**src/rtl/pic_dsp_pkg.sv**
```systemverilog
// Shared definitions for the PIC target-side interrupt dispatcher.
// Holds the per-slot state encoding and the reserved "no interrupt" ID.
// Optional feature macro used by this slice: PIC_DSP_PREEMPT_EN.
package pic_dsp_pkg;

  typedef enum logic [1:0] {
    DSP_IDLE    = 2'b00,
    DSP_PEND    = 2'b01,
    DSP_CLAIMED = 2'b10
  } dsp_state_e;

  // ID 0 is never a real interrupt; it is returned on an empty claim.
  localparam int unsigned DSP_ID_NONE = 0;

endpackage

```
**src/rtl/pic_dsp_tgt_slot.sv**
```systemverilog
// One hart-target slot: holds a single pending interrupt, raises the line
// against a live threshold and walks the claim/complete handshake.
// Latency: load shows on o_int_req next cycle; claim response is combinational.
// Macro PIC_DSP_PREEMPT_EN: a PEND slot also reports it can take a higher-priority request.
module pic_dsp_tgt_slot
  import pic_dsp_pkg::*;
#(
  parameter int ID_W   = 10,
  parameter int PRIO_W = 5
) (
  input  logic              i_clk,
  input  logic              i_rst_n,
  input  logic              i_load,
  input  logic [ID_W-1:0]   i_id,
  input  logic [PRIO_W-1:0] i_prio,
  input  logic [PRIO_W-1:0] i_thresh,
  input  logic              i_claim,
  input  logic              i_cmplt,
  input  logic [ID_W-1:0]   i_cmplt_id,
  output logic              o_int_req,
  output logic [ID_W-1:0]   o_claim_id,
  output logic              o_idle,
  output logic              o_accept_ok
);

  dsp_state_e          r_state;
  logic [ID_W-1:0]     r_id;
  logic [PRIO_W-1:0]   r_prio;

  logic                w_int_req;
  logic                w_claim_take;
  logic                w_cmplt_hit;

  // Line is live against the threshold so a threshold write acts immediately.
  assign w_int_req    = (r_state == DSP_PEND) && (r_prio > i_thresh);
  assign w_claim_take = i_claim && w_int_req;
  assign w_cmplt_hit  = i_cmplt && (i_cmplt_id == r_id);

  assign o_int_req  = w_int_req;
  assign o_claim_id = w_claim_take ? r_id : ID_W'(DSP_ID_NONE);
  assign o_idle     = (r_state == DSP_IDLE);

  // Whether this slot could take the current arbitration winner (claim gating is done by the caller).
  always_comb begin
    o_accept_ok = (r_state == DSP_IDLE);
`ifdef PIC_DSP_PREEMPT_EN
    if ((r_state == DSP_PEND) && (i_prio > r_prio)) begin
      o_accept_ok = 1'b1;
    end
`endif
  end

  // Slot FSM with its ID and priority registers.
  always_ff @(posedge i_clk or negedge i_rst_n) begin
    if (!i_rst_n) begin
      r_state <= DSP_IDLE;
      r_id    <= '0;
      r_prio  <= '0;
    end else begin
      case (r_state)
        DSP_IDLE: begin
          if (i_load) begin
            r_state <= DSP_PEND;
            r_id    <= i_id;
            r_prio  <= i_prio;
          end
        end
        DSP_PEND: begin
          if (w_claim_take) begin
            r_state <= DSP_CLAIMED;
          end else if (i_load) begin
            // Preempting load: the displaced ID stays pending at its gateway.
            r_id   <= i_id;
            r_prio <= i_prio;
          end
        end
        DSP_CLAIMED: begin
          if (w_cmplt_hit) begin
            r_state <= DSP_IDLE;
          end
        end
        default: begin
          r_state <= DSP_IDLE;
        end
      endcase
    end
  end

endmodule

```
**src/rtl/pic_int_dispatch.sv**
```systemverilog
// Steers the single arbitration winner to one of TGT_NUM hart-target slots.
// Latency: accepted request raises tgt_int_req next cycle; claims answer combinationally.
// Backpressure: arb_req_rdy low when the addressed slot is busy or claimed this cycle.
// Macro PIC_DSP_PREEMPT_EN: a pending slot can be overwritten by a strictly higher priority.
module pic_int_dispatch
  import pic_dsp_pkg::*;
#(
  parameter int TGT_NUM = 4,
  parameter int ID_W    = 10,
  parameter int PRIO_W  = 5,
  parameter int TGT_W   = $clog2(TGT_NUM)
) (
  input  logic                      pic_clk,
  input  logic                      pic_rst_b,
  input  logic                      arb_req_vld,
  input  logic [ID_W-1:0]           arb_req_id,
  input  logic [PRIO_W-1:0]         arb_req_prio,
  input  logic [TGT_W-1:0]          arb_req_tgt,
  output logic                      arb_req_rdy,
  input  logic [TGT_NUM*PRIO_W-1:0] tgt_thresh,
  output logic [TGT_NUM-1:0]        tgt_int_req,
  input  logic [TGT_NUM-1:0]        tgt_claim_vld,
  output logic [TGT_NUM*ID_W-1:0]   tgt_claim_id,
  input  logic [TGT_NUM-1:0]        tgt_cmplt_vld,
  input  logic [TGT_NUM*ID_W-1:0]   tgt_cmplt_id,
  output logic                      dsp_busy
);

  logic [TGT_NUM-1:0] w_idle;
  logic [TGT_NUM-1:0] w_accept_ok;
  logic [TGT_NUM-1:0] w_can_take;
  logic [TGT_NUM-1:0] w_load;

  // A claim on the addressed slot always wins over a new request in that cycle.
  assign w_can_take = w_accept_ok & ~tgt_claim_vld;

  // Decode the target index; indices past TGT_NUM match no slot and read not-ready.
  always_comb begin
    arb_req_rdy = 1'b0;
    w_load      = '0;
    for (int t = 0; t < TGT_NUM; t++) begin
      if (arb_req_tgt == TGT_W'(t)) begin
        arb_req_rdy = w_can_take[t];
        w_load[t]   = arb_req_vld && w_can_take[t];
      end
    end
  end

  assign dsp_busy = ~(&w_idle);

  for (genvar g = 0; g < TGT_NUM; g++) begin : g_slot
    pic_dsp_tgt_slot #(
      .ID_W   (ID_W),
      .PRIO_W (PRIO_W)
    ) u_slot (
      .i_clk       (pic_clk),
      .i_rst_n     (pic_rst_b),
      .i_load      (w_load[g]),
      .i_id        (arb_req_id),
      .i_prio      (arb_req_prio),
      .i_thresh    (tgt_thresh[g*PRIO_W +: PRIO_W]),
      .i_claim     (tgt_claim_vld[g]),
      .i_cmplt     (tgt_cmplt_vld[g]),
      .i_cmplt_id  (tgt_cmplt_id[g*ID_W +: ID_W]),
      .o_int_req   (tgt_int_req[g]),
      .o_claim_id  (tgt_claim_id[g*ID_W +: ID_W]),
      .o_idle      (w_idle[g]),
      .o_accept_ok (w_accept_ok[g])
    );
  end

endmodule

```
**config.mk**
```make
export PLATFORM = sky130hd
export DESIGN_NAME = pic_int_dispatch
export DESIGN_NICKNAME = d
export VERILOG_FILES = /design/src/rtl/pic_dsp_pkg.sv /design/src/rtl/pic_dsp_tgt_slot.sv /design/src/rtl/pic_int_dispatch.sv
export SDC_FILE = /design/constraint.sdc
export NUM_CORES = 1
export LEC_CHECK = 0
export ABC_AREA = 1
export CORE_ASPECT_RATIO = 1.4
export CORE_MARGIN = 4
export CORE_UTILIZATION = 50
export DETAILED_ROUTE_END_ITERATION = 8
export PLACE_DENSITY = 0.84
export REMOVE_ABC_BUFFERS = 1
export SYNTH_ARGS = -nofsm -noshare
export SYNTH_HDL_FRONTEND = slang
export SYNTH_HIERARCHICAL = 1
export SYNTH_SLANG_ARGS = --single-unit
```
**constraint.sdc**
```tcl
create_clock -name pic_clk -period 3.44 [get_ports pic_clk]
set_input_delay 0.688 -clock pic_clk [delete_from_list [all_inputs] [get_ports pic_clk]]
set_output_delay 0.688 -clock pic_clk [all_outputs]
set_load 0.05 [all_outputs]
```
==> results.md <==
- Max Clk Rate: 319 MHz
- Worst EP required: 2750 ps
- Filler Cells Inserted: 619
- Critical path depth: 9
- #FFs+latches synth: 68
- Worst-path maximum fanout: 13
- Max_slew headroom: 0.368
- DRT iter0 DRCs: 306
- RSZ-0062 raised after global routing: false
- Mapped Area: 4530 µm²
- Final wirelength: 13500 µm
- CP Launch Type: primary input
- Largest net degree at the start of global routing: 42
- PD cells: 640 nW/µm²
- Area after DPL: 6350 µm²
- FP Rows: 40
- I/O pin count: 134
- Initial antenna violation count: 0
- DP HPWL: 10400 µm
- IO buf count: 133
- Tightest Hold Check Type: reg -> reg
- Non-Filler Instances: 905
- DR vias: 4645
- Final Max Slew Viols: 0
- Share of layout cells above drive strength 1: 0.124
- TritonCTS clock tree: yes
- CTS Hold Buffers Added: 0
- Tcrit/Tclk final: 0.913
- Vias in the first global route: 4571
- Commonest non-fill, non-tap cells in the layout: 234 x nand2_1, 114 x inv_1, 88 x clkdlybuf4s50_1
- Status: complete, no violations
- Slew of the pin with the lowest slew margin: 948 ps
- Placed Cells incl. Taps: 889
- Drt first pass iters: 5
- Critical path's top delay family: buffers and inverters
- Clk_lat worst skew: 320 ps
- Commonest non-fill, non-tap cell in the layout: nand2_1
- WP buf/inv: 3
- Number of cells on the worst reg-to-reg path: 10
- Fin Hold WS: 470 ps
- CP peak stage delay: 460 ps
- Max cap viols: 0
- # diodes: 0
- Post-route cell area: 6650 µm²
- Max stage delay cell, worst path: clkdlybuf4s50_1
- Fin nets: 903
- Routability Congestion: 0.849
- Worst vdd ir: 0.420 mV
- Critical path endpoint category: output pin
- Ys Warns: 6
- Initial core utilization: 0.520
- Clock Skews: 5.07 ps
- CP Cell Sequence: clkdlybuf4s50_1 -> inv_1 -> ha_1 -> nand2_2 -> nor2_4 -> a21oi_2 -> nand3_4 -> nor2_1 -> buf_12
- Critical setup path kind: in -> out
- Bufs on Longest Clock Path: 2
- Postcts setup bufs: 0
- Crit path arrival time: 2450 ps
- Total Routing Usage GR: 0.258
- WL per Instance: 15.0 µm
- Pleak: 0.00350 µW
- Mean cell area of the mapped netlist: 6.82 µm²
- Endpoints failing hold: 0
- Die height: 121 µm
- Syn-to-layout area delta: 46.9%
- H-tree levels: 3
- Post-Synthesis Cells: 664
- Number of routed nets with antenna violations: 0
- Yosys cell types: 26
- Root Driver: clkbuf_16
- Final min period: 3140 ps
- Post_cts resized: 0
- Num CTS Buffers: 9
- Setup_tns: 0 ps
- TritonCTS Sinks: 68
- DRC: 0
- Core region area: 8710 µm²
- Total Die Area: 10700 µm²
- Vias per std cell: 5.13
- Worst hold path stage count: 2
- GRT overflow: 0
- Final Setup Violations: 0
- Post-synthesis sequential area ratio: 0.376
- Die X: 88.4 µm
- Clock Pin Slew Worst Setup and Hold Paths: 60 ps
- First-pass GRT wire length: 21400 µm
## worst reg2reg max path, cell delays in order, from the launching register on
cell,delay (ps)
dfrtp_1,430
nor2_1,190
nand2_1,80
inv_1,60
nand2_1,70
nor2_1,160
inv_1,70
nor2_2,550
nand2_4,250
nand2_1,140
nand2_1,80
## Yosys cell counts
library cell | count | area share
a21oi_1 | 4 | 0.0044
a21oi_2 | 4 | 0.0077
and2_1 | 4 | 0.0055
buf_1 | 4 | 0.0033
buf_2 | 8 | 0.0088
buf_4 | 4 | 0.0066
buf_6 | 4 | 0.0099
dfrtp_1 | 68 | 0.38
ha_1 | 20 | 0.055
inv_1 | 114 | 0.095
inv_2 | 4 | 0.0033
nand2_1 | 234 | 0.19
nand2_2 | 4 | 0.0055
nand2_4 | 4 | 0.0099
nand3_1 | 68 | 0.075
nand3_2 | 4 | 0.0088
nand3_4 | 4 | 0.015
nand4_1 | 6 | 0.0083
nor2_1 | 71 | 0.059
nor2_2 | 4 | 0.0055
nor2_4 | 4 | 0.0099
nor3_1 | 6 | 0.0066
o21a_1 | 1 | 0.0017
o21ai_0 | 7 | 0.0077
o22ai_1 | 1 | 0.0014
xnor2_1 | 8 | 0.015
## metal layers
layer	wire, µm	GRT usage
met2	7240	0.453
met4	398	0.104
met3	870	0.0375
met1	5040	0.309
met5	0	0
## metrics by stage
step / worst slack, ps / util / total power, µW
floorplan: 476 / - / 2640
global placement: 368 / 0.729 / 3210
detailed placement: 308 / 0.729 / 3320
CTS: 297 / 0.764 / 4270
global route: 168 / 0.764 / 4580
finish: 301 / 0.764 / 4250
## flip-flops by register name, summed over array words and instances (netlist names)
name                   flops
g_slot.u_slot/r_id        40
g_slot.u_slot/r_state      8
g_slot.u_slot/r_prio      20
## kinds of logic after synthesis
| family | after synthesis | synth area share |
|---|---|---|
| buffers and inverters | 138 | 0.127 |
| AO/OA/AOI/OAI | 17 | 0.0229 |
| adder cells (fa/ha/maj) | 20 | 0.0553 |
| XOR/XNOR | 8 | 0.0155 |
| AND/OR/NAND/NOR | 413 | 0.404 |
| flip-flops | 68 | 0.376 |
## power by group
part	switching (µW)	internal [µW]
Sequential	310	1170
Combinational	1100	754
Clock	329	598
Total	1740	2520
## final timing paths
check | from | to | slack (ps)
setup / recovery | tgt_thresh[14] | tgt_claim_id[29] | 300
hold / removal | g_slot[0].u_slot/r_id[7]$_DFFE_PN0P_ | g_slot[0].u_slot/r_id[7]$_DFFE_PN0P_ | 470
setup reg to reg | g_slot[1].u_slot/r_state[1]$_DFFE_PN0P_ | g_slot[1].u_slot/r_id[5]$_DFFE_PN0P_ | 1250
hold reg to reg | g_slot[0].u_slot/r_id[7]$_DFFE_PN0P_ | g_slot[0].u_slot/r_id[7]$_DFFE_PN0P_ | 470
max in group asynchronous | pic_rst_b | g_slot[3].u_slot/r_id[7]$_DFFE_PN0P_ | 1990
min in group asynchronous | pic_rst_b | g_slot[2].u_slot/r_id[2]$_DFFE_PN0P_ | 510
## final cells by class
type                    instances  area (µm²)  share of cell area
clock buffers                  12         256              0.0386
clock inverters                 4        47.5             0.00715
inverters                     118         443              0.0666
multi-input cells             458        2250               0.339
flip-flops and latches         68        1700               0.256
well taps                     105         131              0.0198
repair buffers                140        1820               0.274
Note: power is estimated with default switching activity, not from simulation.
==> RTL change 1: new RTL, config.mk and constraints unchanged <==
`PRIO_W` is set to 5 in 2 places; all go to 10.
--- a/src/rtl/pic_dsp_tgt_slot.sv
+++ b/src/rtl/pic_dsp_tgt_slot.sv
@@ -6,7 +6,7 @@
   import pic_dsp_pkg::*;
 #(
   parameter int ID_W   = 10,
-  parameter int PRIO_W = 5
+  parameter int PRIO_W = 10
 ) (
   input  logic              i_clk,
   input  logic              i_rst_n,
--- a/src/rtl/pic_int_dispatch.sv
+++ b/src/rtl/pic_int_dispatch.sv
@@ -7,7 +7,7 @@
 #(
   parameter int TGT_NUM = 4,
   parameter int ID_W    = 10,
-  parameter int PRIO_W  = 5,
+  parameter int PRIO_W  = 10,
   parameter int TGT_W   = $clog2(TGT_NUM)
 ) (
   input  logic                      pic_clk,
Ports: changed (resized arb_req_prio and tgt_thresh); port bits go from 134 to 159. The function was not compared with the original's and may differ.
==> RTL change 1 against the original RTL <==
- die area grew 26%
- setup slack lost 220 ps
- synthesized area grew 29%
- clock skew increased by 0.77 ps
- sequential cell count is 20 higher
- clock power is 17% higher
- critical endpoint is now tgt_claim_id[12]
- critical path type unchanged
- routed wire length increased by 17%
- total power grew 23%
- hold slack got worse by 88 ps
- final area rose by 24%
- count of clock-buffer cells in the layout down 2
- final cell count increased by 23%
==> RTL change 1: results (changes against the original RTL) <==
status:
  status: "finished, final reports clean"  # unchanged
grt:
  gr-usage-all-layers: 0.240  # was 0.258
  grt_max_degree: 89  # was 42
  first_global_vias: 5578  # was 4571
  grt_pass1_wl_um: 25800  # was 21400 µm
  grt_use_met2: 0.441  # was 0.453
  grtUsageMet1: 0.278  # was 0.309
placed_design:
  place_area_um2: 7890  # was 6350 µm²
  gp_congestion: 0.852  # was 0.849
  place_inst: 1098  # was 889
  place_ws_ps: 98.5  # was 308 ps
timing:
  max-slew-margin-rel: 0.635  # was 0.368
  fin_skew_ps: 5.84  # was 5.07 ps
  setup_ws_ps: 85.4  # was 301 ps
synthesis:
  avgSynthCellArea_um2: 7.14  # was 6.82 µm²
  ys_top_cells_by_area: "dfrtp_1 38%, nand2_1 17%, inv_1 8.8%"  # was dfrtp_1 38%, nand2_1 19%, inv_1 9.5%
  synthXorXnorAreaFrac: 0.0240  # was 0.0155
  synthAdderAreaFrac: 0.0859  # was 0.0553
  ys_seq_area_frac: 0.378  # was 0.376
drt:
  drt_iter0_drc: 286  # was 306
  wl_met1_um: 5990  # was 5040 µm
  wl_per_cell_um: 14.2  # was 15.0 µm
  vias: 5548  # was 4645
  wl_met3_um: 988  # was 870 µm
  wl_met2_um: 8390  # was 7240 µm
critical_path:
  crit_arrival_ps: 2670  # was 2450 ps
  startpoint: "tgt_thresh[15]"  # was tgt_thresh[14]
  r2r-end: "g_slot[3].u_slot/r_prio[9]"  # was g_slot[1].u_slot/r_id[5]
  cp-endpoint: "tgt_claim_id[12]"  # was tgt_claim_id[29]
cells_and_area:
  nFillCells: 895  # was 619
  largest_registers: "g_slot.u_slot/r_id: 40 flops, g_slot.u_slot/r_prio: 40 flops, g_slot.u_slot/r_state: 8 flops"  # was g_slot.u_slot/r_id: 40 flops, g_slot.u_slot/r_prio: 20 flops, g_slot.u_slot/r_state: 8 flops
  multi_input_area_um2: 2910  # was 2250 µm²
power:
  p_comb_frac: 0.434  # was 0.435
  leakage_nw: 4.30  # was 3.50 nW
  ir_worst_vdd_mv: 0.327  # was 0.420 mV
worst_hold_path:
  hp-class: "input port to async pin"  # was flip-flop to flip-flop
[RTL change 1: changes by cell type after synthesis, sizes merged, moves of 9 or more]
cell / change
ha: +20
o21ai: +9
dfrtp: +20
inv: +19
nand3: +20
nand2: +31
[RTL change 1: timing repair]
action                                  4_1_cts  5_1_grt
hold buffers                                  0        0
buffers inserted                              0        0
gates resized for setup                       0       10
endpoints found under the setup margin        0       18
[RTL change 1: power by group through the flow]
stage | logic [mW] | clock network, mW | registers [mW]
final | 2.27 | 1.08 | 1.89
after global placement | 2.18 | 0 | 1.88
after detailed placement | 2.26 | 0 | 1.90
after CTS | 2.28 | 1.09 | 1.89
after global routing | 2.61 | 1.14 | 1.95
after floorplan | 1.57 | 0 | 1.79
[RTL change 1: layout make-up]
| cell class | instances | share of cell area |
|---|---|---|
| Sequential cell | 88 | 0.267 |
| Timing Repair Buffer | 169 | 0.257 |
| Multi-Input combinational cell | 560 | 0.353 |
| Clock buffer | 10 | 0.0278 |
| Inverter | 137 | 0.0624 |
| Clock inverter | 4 | 0.0115 |
| Tap cell | 144 | 0.0219 |
[RTL change 1: worst max-delay path, cell delays in order]
cell,delay [ps]
clkdlybuf4s50_1,450
inv_1,40
ha_1,280
nand2_1,70
nor2_1,160
nand3_1,130
nand3_2,110
nand3_4,270
nor2_1,280
buf_12,170
[RTL change 1: how the worst min path moves through the flow]
| stage | end | slack [ps] | cells past startpoint |
|---|---|---|---|
| after floorplan | g_slot[0].u_slot/r_id[0] | 390 | 0 |
| after global placement | g_slot[2].u_slot/r_id[7] | 450 | 2 |
| after detailed placement | g_slot[3].u_slot/r_id[7] | 460 | 2 |
| after CTS | g_slot[1].u_slot/r_id[0] | 410 | 2 |
| after global routing | g_slot[1].u_slot/r_id[2] | 430 | 2 |
| final | g_slot[1].u_slot/r_id[0] | 380 | 2 |
==> RTL change 2: new RTL, config.mk and constraints unchanged <==
Without the edit above. Register the input `tgt_thresh` before use, without a reset. The logic sees it one clock later. The other inputs are not delayed to match.
--- a/src/rtl/pic_int_dispatch.sv
+++ b/src/rtl/pic_int_dispatch.sv
@@ -25,6 +25,12 @@
   input  logic [TGT_NUM*ID_W-1:0]   tgt_cmplt_id,
   output logic                      dsp_busy
 );
+
+  logic [TGT_NUM*PRIO_W-1:0] tgt_thresh_q;
+
+  always_ff @(posedge pic_clk) begin
+    tgt_thresh_q <= tgt_thresh;
+  end
 
   logic [TGT_NUM-1:0] w_idle;
   logic [TGT_NUM-1:0] w_accept_ok;
@@ -58,7 +64,7 @@
       .i_load      (w_load[g]),
       .i_id        (arb_req_id),
       .i_prio      (arb_req_prio),
-      .i_thresh    (tgt_thresh[g*PRIO_W +: PRIO_W]),
+      .i_thresh    (tgt_thresh_q[g*PRIO_W +: PRIO_W]),
       .i_claim     (tgt_claim_vld[g]),
       .i_cmplt     (tgt_cmplt_vld[g]),
       .i_cmplt_id  (tgt_cmplt_id[g*ID_W +: ID_W]),
Function: changed (Yosys sat finds a counterexample within 4 cycles, from zero or initial values and one cycle with pic_rst_b low).
==> RTL change 2 against the original RTL <==
- sequential cell count up 20
- via count up 1.4%
- total power up 5.3%
- routed wire length down 2.7%
- setup slack better by 97 ps
- final area down 1.7%
- count of clock-buffer cells in the layout up 1
- global-route usage down 2.9 points
- maximum frequency up 3.2%
- combinational power down 6%
- synthesized area up 8.8%
==> RTL change 2: results (changes against the original RTL) <==
drt:
  wl_per_cell_um: 13.9  # was 15.0 µm
  wl_met2_um: 7130  # was 7240 µm
  drt_iter0_drc: 273  # was 306
  wl_met1_um: 4910  # was 5040 µm
  viasPerCell: 4.96  # was 5.13
  wl_met3_um: 627  # was 870 µm
  vias: 4709  # was 4645
critical_path:
  r2r_slack_ps: 1590  # was 1250 ps
  worst-path-max-fanout: 2  # was 13
  cp-endpoint: "tgt_int_req[2]"  # was tgt_claim_id[29]
  crit_arrival_ps: 2350  # was 2450 ps
  r2r-start: "g_slot[1].u_slot/r_prio[4]"  # was g_slot[1].u_slot/r_state[1]
  r2r-end: "g_slot[1].u_slot/r_id[3]"  # was g_slot[1].u_slot/r_id[5]
  r2r_cells: 9  # was 10
status:
  status: "finished, final reports clean"  # unchanged
power:
  ir_worst_vdd_mv: 0.472  # was 0.420 mV
placed_design:
  place_area_um2: 6220  # was 6350 µm²
  place_inst: 934  # was 889
  gp_congestion: 0.866  # was 0.849
grt:
  grtUsageMet1: 0.251  # was 0.309
  first_global_vias: 4585  # was 4571
  grt_pass1_wl_um: 21200  # was 21400 µm
  use_met3: 0.0367  # was 0.0375
  gr-usage-all-layers: 0.229  # was 0.258
  grt_use_met2: 0.422  # was 0.453
worst_hold_path:
  worst_hold_path.endpoint: "g_slot[1].u_slot/r_prio[0]"  # was g_slot[0].u_slot/r_id[7]
synthesis:
  synth-compound-area-share: 0.0211  # was 0.0229
  synthXorXnorAreaFrac: 0.0142  # was 0.0155
  ys_top_cells_by_area: "dfrtp_1 35%, nand2_1 18%, inv_1 8.7%"  # was dfrtp_1 38%, nand2_1 19%, inv_1 9.5%
  synthAdderAreaFrac: 0.0508  # was 0.0553
  async_flop_share: 0.773  # was 1.00
  yosysUniqueCellTypes: 27  # was 26
  ys_seq_area_frac: 0.427  # was 0.376
timing:
  period_share: 0.884  # was 0.913
cells_and_area:
  drive_above_1_share: 0.112  # was 0.124
-- RTL change 2: tightest hold or removal path, stage by stage (launching register included) --
cell	delay [ps]
dfrtp_1	340
nand2_1	50
nand2_1	50
-- RTL change 2: area by class of cell --
type | count | area [µm²]
fill | 839 | 3030
multi-input combinational | 458 | 2250
sequential | 88 | 2100
timing repair buffer | 138 | 1260
inverter | 118 | 443
clock buffer | 13 | 250
tap | 132 | 165
clock inverter | 3 | 65.1
-- RTL change 2: report_power, final --
group	total [mW]	internal (mW)	switching, mW
sequential	1.73	1.41	0.321
clock	1.03	0.656	0.371
combinational	1.73	0.657	1.07
total	4.48	2.72	1.76
-- RTL change 2: cell families (layout without fill, tap and decap cells) --
kind of cell	Yosys count	after routing
adders and majority gates	20	20
DFF	88	88
buffers and inverters	138	272
and+or+nand+nor	413	413
AOI/OAI and AO/OA	17	17
xor gates and xnor gates	8	8
